==> src/rtl/mux_arb_pkg.sv <==
// rtl/mux_arb_pkg.sv - shared types and constants for the 8-way mux arbiter
//
// Contents:
//   arbState_t  : arbiter state encoding (IDLE=0, OWN=1)
//   N_REQ       : number of requesters (8)
//   IDX_W       : width of a requester index (3)
//   selEncode() : requester index -> bit-reversed mux select
package mux_arb_pkg;

  localparam int N_REQ = 8;
  localparam int IDX_W = 3;

  typedef enum logic {
    IDLE = 1'b0,
    OWN  = 1'b1
  } arbState_t;

  // The downstream 8:1 mux has its select bits wired in reverse order.
  function automatic logic [IDX_W-1:0] selEncode(input logic [IDX_W-1:0] idx);
    return {idx[0], idx[1], idx[2]};
  endfunction

endpackage

==> src/rtl/rr_pick8.sv <==
// rtl/rr_pick8.sv - combinational round-robin winner search over 8 requesters
//
// Ports:
//   req   in  [7:0] request lines
//   ptr   in  [2:0] index of the last owner; the search starts at ptr+1
//   valid out       at least one request is set
//   idx   out [2:0] first set request at or after ptr+1, wrapping modulo 8
module rr_pick8
  import mux_arb_pkg::*;
(
  input  logic [N_REQ-1:0] req,
  input  logic [IDX_W-1:0] ptr,
  output logic             valid,
  output logic [IDX_W-1:0] idx
);

  always_comb begin
    logic [IDX_W-1:0] cand;
    valid = 1'b0;
    idx   = '0;
    cand  = '0;
    for (int k = 0; k < N_REQ; k++) begin
      // Index arithmetic wraps naturally at IDX_W bits.
      cand = ptr + IDX_W'(k + 1);
      if (!valid && req[cand]) begin
        valid = 1'b1;
        idx   = cand;
      end
    end
  end

endmodule

==> src/rtl/mux_arbiter8.sv <==
// rtl/mux_arbiter8.sv - round-robin arbiter driving the select of an 8:1 mux
//
// Ports:
//   clk    in       single clock, rising edge
//   reset  in       asynchronous active-high reset
//   req    in  [7:0] request lines, req[i] feeds mux data input i
//   done   in       current owner ends its transfer
//   gnt    out [7:0] registered one-hot grant
//   sel    out [2:0] registered bit-reversed mux select, sticky across idle
//   busy   out      a grant is active
//
// Build option: define ARB_TIMEOUT_EN to force release after MAX_HOLD owned
// cycles while another requester is waiting.
module mux_arbiter8
  import mux_arb_pkg::*;
#(
  parameter int MAX_HOLD = 4
) (
  input  logic             clk,
  input  logic             reset,
  input  logic [N_REQ-1:0] req,
  input  logic             done,
  output logic [N_REQ-1:0] gnt,
  output logic [IDX_W-1:0] sel,
  output logic             busy
);

  if (MAX_HOLD < 1 || MAX_HOLD > 15) begin : gBadHold
    $error("mux_arbiter8: MAX_HOLD must be in 1..15");
  end

  arbState_t        state;
  logic [IDX_W-1:0] ptr;
  logic [IDX_W-1:0] ownerIdx;
  logic             pickValid;
  logic [IDX_W-1:0] pickIdx;
  logic             holdExpired;
  logic             relNow;

  rr_pick8 uPick (
    .req   (req),
    .ptr   (ptr),
    .valid (pickValid),
    .idx   (pickIdx)
  );

`ifdef ARB_TIMEOUT_EN
  // holdCnt counts completed owned cycles minus one; it saturates at
  // MAX_HOLD-1 so a lone owner keeps the bus until someone else asks.
  logic [3:0] holdCnt;
  assign holdExpired = (holdCnt == 4'(MAX_HOLD - 1)) && |(req & ~gnt);
`else
  assign holdExpired = 1'b0;
`endif

  // Non-owner request changes do not matter here; only the owner's own bit.
  assign relNow = done || !req[ownerIdx] || holdExpired;

  always_ff @(posedge clk or posedge reset) begin
    if (reset) begin
      state    <= IDLE;
      gnt      <= '0;
      sel      <= '0;
      busy     <= 1'b0;
      ptr      <= IDX_W'(N_REQ - 1);
      ownerIdx <= '0;
`ifdef ARB_TIMEOUT_EN
      holdCnt  <= '0;
`endif
    end else begin
      case (state)
        IDLE: begin
          if (pickValid) begin
            state    <= OWN;
            gnt      <= {{(N_REQ-1){1'b0}}, 1'b1} << pickIdx;
            sel      <= selEncode(pickIdx);
            busy     <= 1'b1;
            ownerIdx <= pickIdx;
`ifdef ARB_TIMEOUT_EN
            holdCnt  <= '0;
`endif
          end
        end
        OWN: begin
          if (relNow) begin
            // sel is left alone so the mux never moves mid-grant.
            state <= IDLE;
            gnt   <= '0;
            busy  <= 1'b0;
            ptr   <= ownerIdx;
          end
`ifdef ARB_TIMEOUT_EN
          else if (holdCnt != 4'(MAX_HOLD - 1)) begin
            holdCnt <= holdCnt + 4'd1;
          end
`endif
        end
        default: state <= IDLE;
      endcase
    end
  end

endmodule

==> config.mk <==
export PLATFORM = sky130hd
export DESIGN_NAME = mux_arbiter8
export DESIGN_NICKNAME = d
export VERILOG_FILES = /design/src/rtl/mux_arb_pkg.sv /design/src/rtl/rr_pick8.sv /design/src/rtl/mux_arbiter8.sv
export SDC_FILE = /design/constraint.sdc
export NUM_CORES = 1
export LEC_CHECK = 0
export BUFFER_PORTS_ARGS = -buffer_cell sky130_fd_sc_hd__buf_2
export CORE_ASPECT_RATIO = 1.1
export CORE_UTILIZATION = 45
export DETAILED_ROUTE_END_ITERATION = 7
export PLACE_DENSITY = 0.68
export SYNTH_ARGS = -nofsm -noshare
export SYNTH_HDL_FRONTEND = slang
export SYNTH_SLANG_ARGS = --single-unit
==> constraint.sdc <==
create_clock -name clk -period 4.3 [get_ports clk]
set_clock_uncertainty 0.2 [all_clocks]
set_input_delay 0.43 -clock clk [delete_from_list [all_inputs] [get_ports clk]]
set_output_delay 0.43 -clock clk [all_outputs]
set_load 0.01 [all_outputs]
==> metrics.txt, run 1 <==
core area 0.00363 mm²; library cell used as clock root buffer sky130_fd_sc_hd__clkbuf_8; FF-to-FF setup slack 650 ps; maximum number of buffers from clock root to sink 2; Synth cell types 54; Sum Neg Setup Slack 0 ps; async set or reset register ratio after synthesis 100%; worst-path cell chain inv_1, ha_1, mux2i_1, mux2i_1, o221ai_1, or2_2, a21oi_1, nor4_1, o32ai_1; Synth warnings 0; via/cell ratio 6.47; Max Clock Freq 274 MHz; Total GRT Usage 23.8%; number of inserted diodes 0; Least-Margin Pin Slew 735 ps; 1st-iter DRT viols 49; count of final max-slew check failures 0; fraction of layout cells with a size suffix above 1 33.7%; via total after detailed routing 1,475; # nets final 192; Gates resized, CTS repair 0; critical path required time 4210 ps; most common flop cell mapped by yosys sky130_fd_sc_hd__dfrtp_1; DR pass1 iterations 4; status finished clean; most common cell after layout, fill and taps aside sky130_fd_sc_hd__buf_2; TritonCTS clock tree done; number of global-route vias before repair 1,429; crit path capture type flop; worst setup path startpoint ptr[0]; DIE HEIGHT 66.6 µm; Post-Synthesis Mean Instance Area 10.7 µm²; Placer Congestion 0.869; crit share post-route 84.9%; Routed wire per std cell 19.1 µm; number of buffers added by the clock tree synthesis step 3; number of cell rows 23; type of element launching the critical path flop; area enclosed by the die boundary 0.00404 mm²; Routed WL 4340 µm; number of hold-slack violations in the final timing report 0; startpoint of the lowest-slack register-to-register path ptr[0]; most frequent cells in the layout sky130_fd_sc_hd__buf_2, sky130_fd_sc_hd__mux2i_1, sky130_fd_sc_hd__dfrtp_1, sky130_fd_sc_hd__inv_1, sky130_fd_sc_hd__mux4_2; data arrival time of the critical path 3560 ps; combined area of all synthesized cells 0.00171 mm²; remaining global-route overflow 0; setup repair after global routing missed its margin false; WS Path Type reg -> reg; number of setup buffers added after CTS 0; Area growth syn-to-layout 11.1%; post-route ant nets 0; Most Frequent Cell on Critical Path sky130_fd_sc_hd__mux2i_1; overall die width 60.7 µm; highest net fanout along the worst path 12; hold bufs inserted after CTS 0; DP HPWL 3120 µm; Post-Syn Nets 173; biggest cell delay along the critical path 670 ps; total of flip-flops plus latches after synthesis 16; number of synthesized flops with an enable pin 0; effective utilization at floorplan 47.1%; initial antenna violation count 0; worst rel slew slack 50.6%; Synth Instances 160; I/O pins 23; clock-pin slew of the registers on the worst-case setup and hold paths 70 ps; global-route wire length before repair 7080 µm; H-tree depth 1; fraction of the yosys area taken by sequential cells 23.7%; count of final setup violators 0; number of sinks on the clock net 16; final critical delay including setup and external delays 3650 ps; MaxCap Viol Count 0; count of buffers from port buffering 22; Crit-path slowest cell sky130_fd_sc_hd__nor4_1; source-to-sink clock delay at the later pin of the worst-skew pair 260 ps; residual DRC count 0; type of the worst min-delay path in -> async; largest net degree at the start of global routing 25
## synth_stat cells, drive strengths merged, types with 3 or more instances
library cell,number,area [µm²]
o32ai,8,70.1
xnor2,3,52.6
nor2,8,32.5
inv,13,48.8
nand2,7,26.3
nand3,8,40.0
o21ai,5,25.0
dfstp,3,78.8
mux2,6,67.6
mux4,15,353
mux2i,15,150
a22oi,3,22.5
dfrtp,13,325
o211ai,4,30.0
buf,8,46.3
a21oi,6,41.3
## layer usage
layer | up-vias | wire length [µm] | track usage, %
met1 | 737 | 1800 | 30.6
met4 | 0 | 91 | 10.5
met2 | 55 | 2230 | 40.2
met5 | - | 0 | 0
li1 | 672 | - | -
met3 | 11 | 218 | 2.14
## cell families after synthesis
family / after synthesis / share of synthesized area (%)
adder cells (fa/ha/maj): 2 / 1.47
XOR/XNOR: 4 / 3.59
AO/OA/AOI/OAI: 37 / 17.1
multiplexers: 36 / 33.4
flip-flops: 16 / 23.7
AND/OR/NAND/NOR: 42 / 14.7
buffers and inverters: 23 / 6.01
## per-stage QoR
| stage | hold slack (ps) | setup slack, ps | utilization (%) | cells | instance area [µm²] |
|---|---|---|---|---|---|
| after floorplan | 142 | 935 | - | 160 | 1710 |
| after global placement | 256 | 926 | 50.8 | 224 | 1840 |
| after detailed placement | 261 | 718 | 50.8 | 224 | 1840 |
| after CTS | 49.8 | 699 | 52.3 | 228 | 1900 |
| after global routing | 92.2 | 382 | 52.3 | 228 | 1900 |
| final | 35.8 | 649 | 52.3 | 228 | 1900 |
## state kept, by name (all words and copies together) (netlist names)
name	flops
state	1
ptr	3
busy	1
ownerIdx	1
gnt	8
sel	2
## cell type report
cell class,instances,area [µm²]
multi-input cells,121,1200
flip-flops and latches,16,404
well taps,50,62.6
fillers,347,1730
inverters,13,48.8
repair buffers,24,125
clock buffers,4,55.1
## worst max-delay path: cells and delay by family, from the launching register on
| kind | cells | cell delay [ps] |
|---|---|---|
| adders and majority gates | 1 | 590 |
| buffers and inverters | 1 | 80 |
| muxes | 2 | 480 |
| and+or+nand+nor | 2 | 880 |
| DFF | 1 | 530 |
| AOI/OAI and AO/OA | 3 | 740 |
## final timing paths
check                      depth (start not counted)     end
min in group clk                                   1    busy
setup reg to reg                                   9  gnt[3]
hold / removal                                     2  gnt[5]
hold reg to reg                                    1    busy
max in group asynchronous                          2  gnt[4]
setup / recovery                                   9  gnt[3]
Power of run 1 is not shown: default switching activity piles up to over one toggle a cycle in this logic, so the estimate is an artifact.
==> run 2: changes to the inputs <==
- ABC_AREA: default -> 1
- PLACE_DENSITY: 0.68 -> 0.69
- clock period: 4.3 -> 3.7 ns (I/O delays scaled with it)
==> metrics.txt, run 2 <==
number of inserted diodes 0 (unchanged); WS Path Type reg -> reg; most frequent cells in the layout sky130_fd_sc_hd__nand2_1, sky130_fd_sc_hd__nand3_1, sky130_fd_sc_hd__buf_2, sky130_fd_sc_hd__inv_1, sky130_fd_sc_hd__nor2_1; TritonCTS clock tree done; DR pass1 iterations 4 (unchanged); data arrival time of the critical path 3030 ps (-530 ps); fraction of layout cells with a size suffix above 1 23.2% (-10 points); flip-flop count of the largest register, all copies and words added 8 (unchanged); type of the worst min-delay path in -> reg; worst r2r dst gnt[4]; FILL cells 298 (-14%); Compound-Gate Fraction of Synth Area 7.66% (-9.4 points); largest family of logic cells by synthesized area simple AND/OR/NAND/NOR gates; Met1 Routed Length 1540 µm (-15%); Met3 Routed Length 111 µm (-49%); largest net degree at the start of global routing 17 (-32%); via/cell ratio 5.11 (-21%); Synth cell types 27 (-50%); count of final setup violators 0 (unchanged); top area cells in the synthesized netlist sky130_fd_sc_hd__dfrtp_1, sky130_fd_sc_hd__nand2_1, sky130_fd_sc_hd__nand3_1; Crit-path slowest cell sky130_fd_sc_hd__dfstp_2; most common cell after layout, fill and taps aside sky130_fd_sc_hd__nand2_1; placed insts 270 (+21%); crit-path leading delay family simple AND/OR/NAND/NOR gates; I/O pins 23 (unchanged); core area 0.00302 mm² (-17%); fraction of the mapped netlist area in adder cells 1.76% (+0.29 points); top cell type by total area after synthesis sky130_fd_sc_hd__dfrtp_1; worst hold endpoint state; worst hold margin 189 ps (+153 ps); Total GRT Usage 20.4% (-3.5 points); count of final max-slew check failures 0 (unchanged); via total after detailed routing 1,405 (-4.7%); H-tree depth 1 (unchanged); Routed wire per std cell 11.7 µm (-38%); MaxCap Viol Count 0 (unchanged); Area growth syn-to-layout 12.1%; Sum Neg Setup Slack 0 ps (unchanged); overall die width 55.6 µm (-8.4%); worst rel slew slack 61.5% (+11 points); async set or reset register ratio after synthesis 100% (unchanged); number of global-route vias before repair 1,296 (-9.3%); status finished clean; combined area of all synthesized cells 0.00142 mm² (-17%); count leader, synth sky130_fd_sc_hd__nand2_1; worst-path cell chain inv_2, ha_1, inv_2, nand3_1, nand3_2, nand2_4, nor2_8, nand4_4, nor3_4, nand2_1, nand2_2, inv_2, nand2_2, inv_2, nand2_1, nand2_1; number of hold-slack violations in the final timing report 0 (unchanged); number of cell rows 21 (-8.7%); Most Frequent Cell on Critical Path sky130_fd_sc_hd__inv_2; area share of and/or/nand/nor cells after synthesis 51.4% (+37 points); library cell used as clock root buffer sky130_fd_sc_hd__clkbuf_4; hold depth 3; Post-Layout Inst Area 0.00159 mm² (-16%); Synth warnings 0 (unchanged); Least-Margin Pin Slew 577 ps (-158 ps); maximum number of buffers from clock root to sink 2 (unchanged); number of buffers added by the clock tree synthesis step 3 (unchanged); 1st-iter DRT viols 42 (-14%); crit path capture type flop; FF-to-FF setup slack 650 ps (about the same); hold path start done; post-route ant nets 0 (unchanged); Routed WL 3230 µm (-26%); number of sinks on the clock net 16 (unchanged); source-to-sink clock delay at the later pin of the worst-skew pair 280 ps (+20 ps); post-place instance area 0.00155 mm² (-16%); Most flops, register gnt; highest metal used met4; most common flop cell mapped by yosys sky130_fd_sc_hd__dfrtp_1; post-synthesis mux area share 0% (-33 points); most frequent cells after synthesis sky130_fd_sc_hd__nand2_1, sky130_fd_sc_hd__nand3_1, sky130_fd_sc_hd__inv_1, sky130_fd_sc_hd__nor2_1; area share of the largest cell type after synthesis 22.9% (+3.8 points); global-route wire length before repair 5470 µm (-23%); Placer Congestion 0.931 (+7.2%); fraction of the yosys area taken by sequential cells 28.4% (+4.8 points); met2 wire length 1530 µm (-32%); number of synthesized flops with an enable pin 0 (unchanged); type of element launching the critical path flop; worst path bufs/invs 4 (+3); hold bufs inserted after CTS 1 (+1); startpoint of the lowest-slack register-to-register path ptr[0]; clock-pin slew of the registers on the worst-case setup and hold paths 90 ps (+20 ps); Post-Synthesis Mean Instance Area 6.52 µm² (-39%); Max Clock Freq 328 MHz (+20%); residual DRC count 0 (unchanged); fin cells 275 (+21%); number of setup buffers added after CTS 0 (unchanged); Gates resized, CTS repair 0 (unchanged); highest net fanout along the worst path 14 (+2); reg2reg path depth 16 (+7); DP HPWL 2660 µm (-15%); area enclosed by the die boundary 0.00339 mm² (-16%); remaining global-route overflow 0 (unchanged); effective utilization at floorplan 47.0% (about the same); # nets final 255 (+33%); biggest cell delay along the critical path 700 ps (+30 ps); total of flip-flops plus latches after synthesis 16 (unchanged); Synth Instances 218 (+36%); critical path required time 3680 ps (-530 ps); Post-Syn Nets 231 (+34%); crit share post-route 82.4% (-2.5 points); DIE HEIGHT 60.9 µm (-8.5%); initial antenna violation count 0 (unchanged); xor-xnor portion of the synthesized cell area 2.46% (-1.1 points); Top Registers gnt: 8 flops, ptr: 3 flops, sel: 2 flops; setup repair after global routing missed its margin false; final critical delay including setup and external delays 3050 ps (-602 ps); count of buffers from port buffering 22 (unchanged)
-- run 2: cell count changes after synthesis, moves of 6 or more --
cell / previous run / this run
sky130_fd_sc_hd__mux2i_1: 15 / 0
sky130_fd_sc_hd__mux2_2: 6 / 0
sky130_fd_sc_hd__nor2_1: 7 / 16
sky130_fd_sc_hd__nand2_1: 7 / 76
sky130_fd_sc_hd__o32ai_1: 8 / 0
sky130_fd_sc_hd__o21ai_0: 4 / 13
sky130_fd_sc_hd__mux4_2: 11 / 0
sky130_fd_sc_hd__inv_2: 1 / 8
sky130_fd_sc_hd__buf_2: 7 / 1
sky130_fd_sc_hd__nand3_1: 8 / 34
-- run 2: logic make-up (layout without fill, tap and decap cells) --
| group | Yosys count | after routing |
|---|---|---|
| buf+inv | 28 | 51 |
| fa+ha+maj | 2 | 2 |
| compound gates | 19 | 19 |
| xor+xnor | 4 | 4 |
| flops | 16 | 16 |
| simple gates | 149 | 149 |
-- run 2: tightest hold or removal path, delay by kind of cell --
family,cells,cell delay (ps)
simple gates,1,100
buf+inv,1,70
compound gates,1,80
-- run 2: how the worst max path moves through the flow --
stage / from / to / slack [ps] / depth (start not counted)
4_1_cts: ptr[0] / gnt[4] / 640 / 16
2_1_floorplan: ptr[0] / gnt[4] / 1120 / 17
5_1_grt: ptr[0] / gnt[5] / 360 / 17
3_3_place_gp: ptr[0] / gnt[5] / 680 / 16
6_report: ptr[0] / gnt[4] / 650 / 16
3_5_place_dp: ptr[0] / gnt[4] / 670 / 16
-- run 2: per-layer routing --
layer	GRT usage [%]	vias up
met1	25.7	615
li1	-	753
met5	0	-
met2	37.2	31
met4	7.14	0
met3	1.92	6
-- run 2: area by class of cell --
cell class	instances	area [µm²]	share of cell area [%]
inverters	24	90.1	5.66
well taps	34	42.5	2.67
clock buffers	4	36.3	2.28
multi-input cells	174	900	56.5
repair buffers	23	120	7.54
flip-flops and latches	16	404	25.4
-- run 2: metrics by stage --
stage	setup slack, ps	utilization [%]
2_1_floorplan	1120	-
4_1_cts	643	52.7
3_5_place_dp	670	51.2
6_report	652	52.7
3_3_place_gp	683	51.2
5_1_grt	365	52.7
Power of run 2 is left out for the same reason.
==> run 3: changes to the inputs <==
- ABC_AREA: 1 -> 0
- PLACE_DENSITY: 0.69 -> 0.68
- clock period: 3.7 -> 3.2 ns (I/O delays scaled with it)
==> metrics.txt, run 3 (synthesis results as in run 1) <==
status finished clean; H-tree depth 1 (unchanged); Worst Setup Slack post-DPL -97.0 ps (-767 ps); remaining global-route overflow 0 (unchanged); number of hold-slack violations in the final timing report 0 (unchanged); crit share post-route 98.2% (+16 points); library cell used as clock root buffer sky130_fd_sc_hd__clkbuf_8; worst r2r dst gnt[3]; FF-to-FF setup slack 60 ps (-590 ps); worst rel slew slack 57.7% (-3.8 points); largest net degree at the start of global routing 25 (+8); core area 0.00363 mm² (+20%); # nets final 205 (-20%); source-to-sink clock delay at the later pin of the worst-skew pair 250 ps (-30 ps); Worst Slack Setup Final 57.5 ps (-594 ps); via/cell ratio 6.35 (+24%); Sum Neg Setup Slack 0 ps (unchanged); Total GRT Usage 23.4% (+3.0 points); global routing met2 resource utilization 37.2% (+0.048 points); overall die width 60.7 µm (+9.2%); post-route ant nets 0 (unchanged); data arrival time of the critical path 3090 ps (+60 ps); number of cell rows 23 (+9.5%); Routed WL 4690 µm (+45%); worst hold endpoint busy; MaxCap Viol Count 0 (unchanged); number of inserted diodes 0 (unchanged); hold path start busy; Least-Margin Pin Slew 629 ps (+51.8 ps); most common cell after layout, fill and taps aside sky130_fd_sc_hd__buf_2; residual DRC count 0 (unchanged); clock-pin slew of the registers on the worst-case setup and hold paths 60 ps (-30 ps); final critical delay including setup and external delays 3140 ps (+94.1 ps); highest net fanout along the worst path 8 (-6); most frequent cells in the layout sky130_fd_sc_hd__buf_2, sky130_fd_sc_hd__dfrtp_1, sky130_fd_sc_hd__mux4_2; I/O pins 23 (unchanged); FILL cells 325 (+9.1%); M3 GR Usage 2.91% (+0.99 points); area enclosed by the die boundary 0.00404 mm² (+19%); Top Registers gnt: 8 flops, ptr: 3 flops, sel: 2 flops; number of sinks on the clock net 16 (unchanged); Routed wire per std cell 19.5 µm (+66%); GR peak layer met2; reg2reg path depth 9 (-7); number of global-route vias before repair 1,430 (+10%); count of buffers from port buffering 22 (unchanged); DR pass1 iterations 4 (unchanged); initial antenna violation count 0 (unchanged); fin cells 241 (-12%); DIE HEIGHT 66.6 µm (+9.3%); flip-flop count of the largest register, all copies and words added 8 (unchanged); 1st-iter DRT viols 76 (+81%); global-route wire length before repair 7030 µm (+29%); met1 track utilization from global routing 32.2% (+6.5 points); maximum number of buffers from clock root to sink 2 (unchanged); Placer Congestion 0.963 (+3.3%); placed insts 233 (-14%); count of final max-slew check failures 0 (unchanged); setup repair after global routing missed its margin true; crit path capture type flop; FF/Latch Area 404 µm² (unchanged); via total after detailed routing 1,531 (+9.0%); startpoint of the lowest-slack register-to-register path ptr[0]; Area growth syn-to-layout 26.0%; type of the worst min-delay path reg -> reg; WS Path Type reg -> reg; fraction of layout cells with a size suffix above 1 47.1% (+24 points); count of final setup violators 0 (unchanged); critical path required time 3150 ps (-530 ps); multi-input gate area in the final layout 0.00133 mm² (+48%); TritonCTS clock tree done; effective utilization at floorplan 47.1% (about the same); DP HPWL 3040 µm (+14%); Most flops, register gnt; type of element launching the critical path flop; Max Clock Freq 318 MHz (-3.0%); hold depth 1 (-2); number of buffers added by the clock tree synthesis step 3 (unchanged)
## run 3: changes by cell type in the layout (fill, tap and decap cells not counted), moves of 5 or more
cell                      previous run  this run
sky130_fd_sc_hd__nand2_1            76         7
sky130_fd_sc_hd__o21ai_0            13         3
sky130_fd_sc_hd__inv_2               8         2
sky130_fd_sc_hd__mux2i_1             0        11
sky130_fd_sc_hd__o32ai_2             0         5
sky130_fd_sc_hd__mux2_2              0         5
sky130_fd_sc_hd__mux4_2              0        12
sky130_fd_sc_hd__buf_4               0        11
sky130_fd_sc_hd__nor2_1             16         7
sky130_fd_sc_hd__nand3_2             5         0
sky130_fd_sc_hd__nand2_2             5         0
sky130_fd_sc_hd__inv_1              16        11
sky130_fd_sc_hd__nand3_1            34         8
## run 3: layout make-up
| cell class | instances | area share [%] |
|---|---|---|
| Multi-Input combinational cell | 121 | 61.9 |
| Sequential cell | 16 | 18.8 |
| Timing Repair Buffer | 37 | 11.6 |
| Tap cell | 50 | 2.91 |
| Clock buffer | 4 | 2.56 |
| Inverter | 13 | 2.27 |
## run 3: timing repair
action                     in CTS  in global routing
setup endpoints to repair       8                 10
pin swaps                       1                 11
hold buffers                    1                  0
buffers inserted                0                  3
gates resized for setup         4                 25
hold endpoints to repair       13                  0
## run 3: worst max path at each step
stage / startpoint / to / slack, ps
2_1_floorplan: ptr[1] / gnt[1] / 5
3_3_place_gp: ptr[0] / gnt[3] / -40
3_5_place_dp: ptr[0] / gnt[0] / -100
4_1_cts: ptr[0] / gnt[0] / 20
5_1_grt: ptr[0] / gnt[3] / -80
6_report: ptr[0] / gnt[3] / 60
## run 3: per-layer routing
layer / vias to the layer above / share of wire [%]
li1: 697 / -
met1: 763 / 42
met2: 57 / 50
met3: 14 / 4.3
met4: 0 / 3.3
met5: - / 0
## run 3: per-stage QoR
step	hold WS (ps)	utilization, %	cell area (µm²)
floorplan	31.6	-	1730
global placement	196	52.9	1920
detailed placement	210	52.9	1920
CTS	288	55.2	2000
global route	309	59.3	2150
finish	296	59.3	2150
## run 3: worst max-delay path, cell delays in order, from the launching register on
cell,delay [ps]
sky130_fd_sc_hd__dfstp_2,560
sky130_fd_sc_hd__inv_2,60
sky130_fd_sc_hd__ha_4,370
sky130_fd_sc_hd__mux4_2,360
sky130_fd_sc_hd__mux2_2,350
sky130_fd_sc_hd__nor2_4,160
sky130_fd_sc_hd__a41o_1,200
sky130_fd_sc_hd__a21oi_1,80
sky130_fd_sc_hd__or3b_4,430
sky130_fd_sc_hd__o32ai_2,280
Power of run 3 is left out for the same reason.
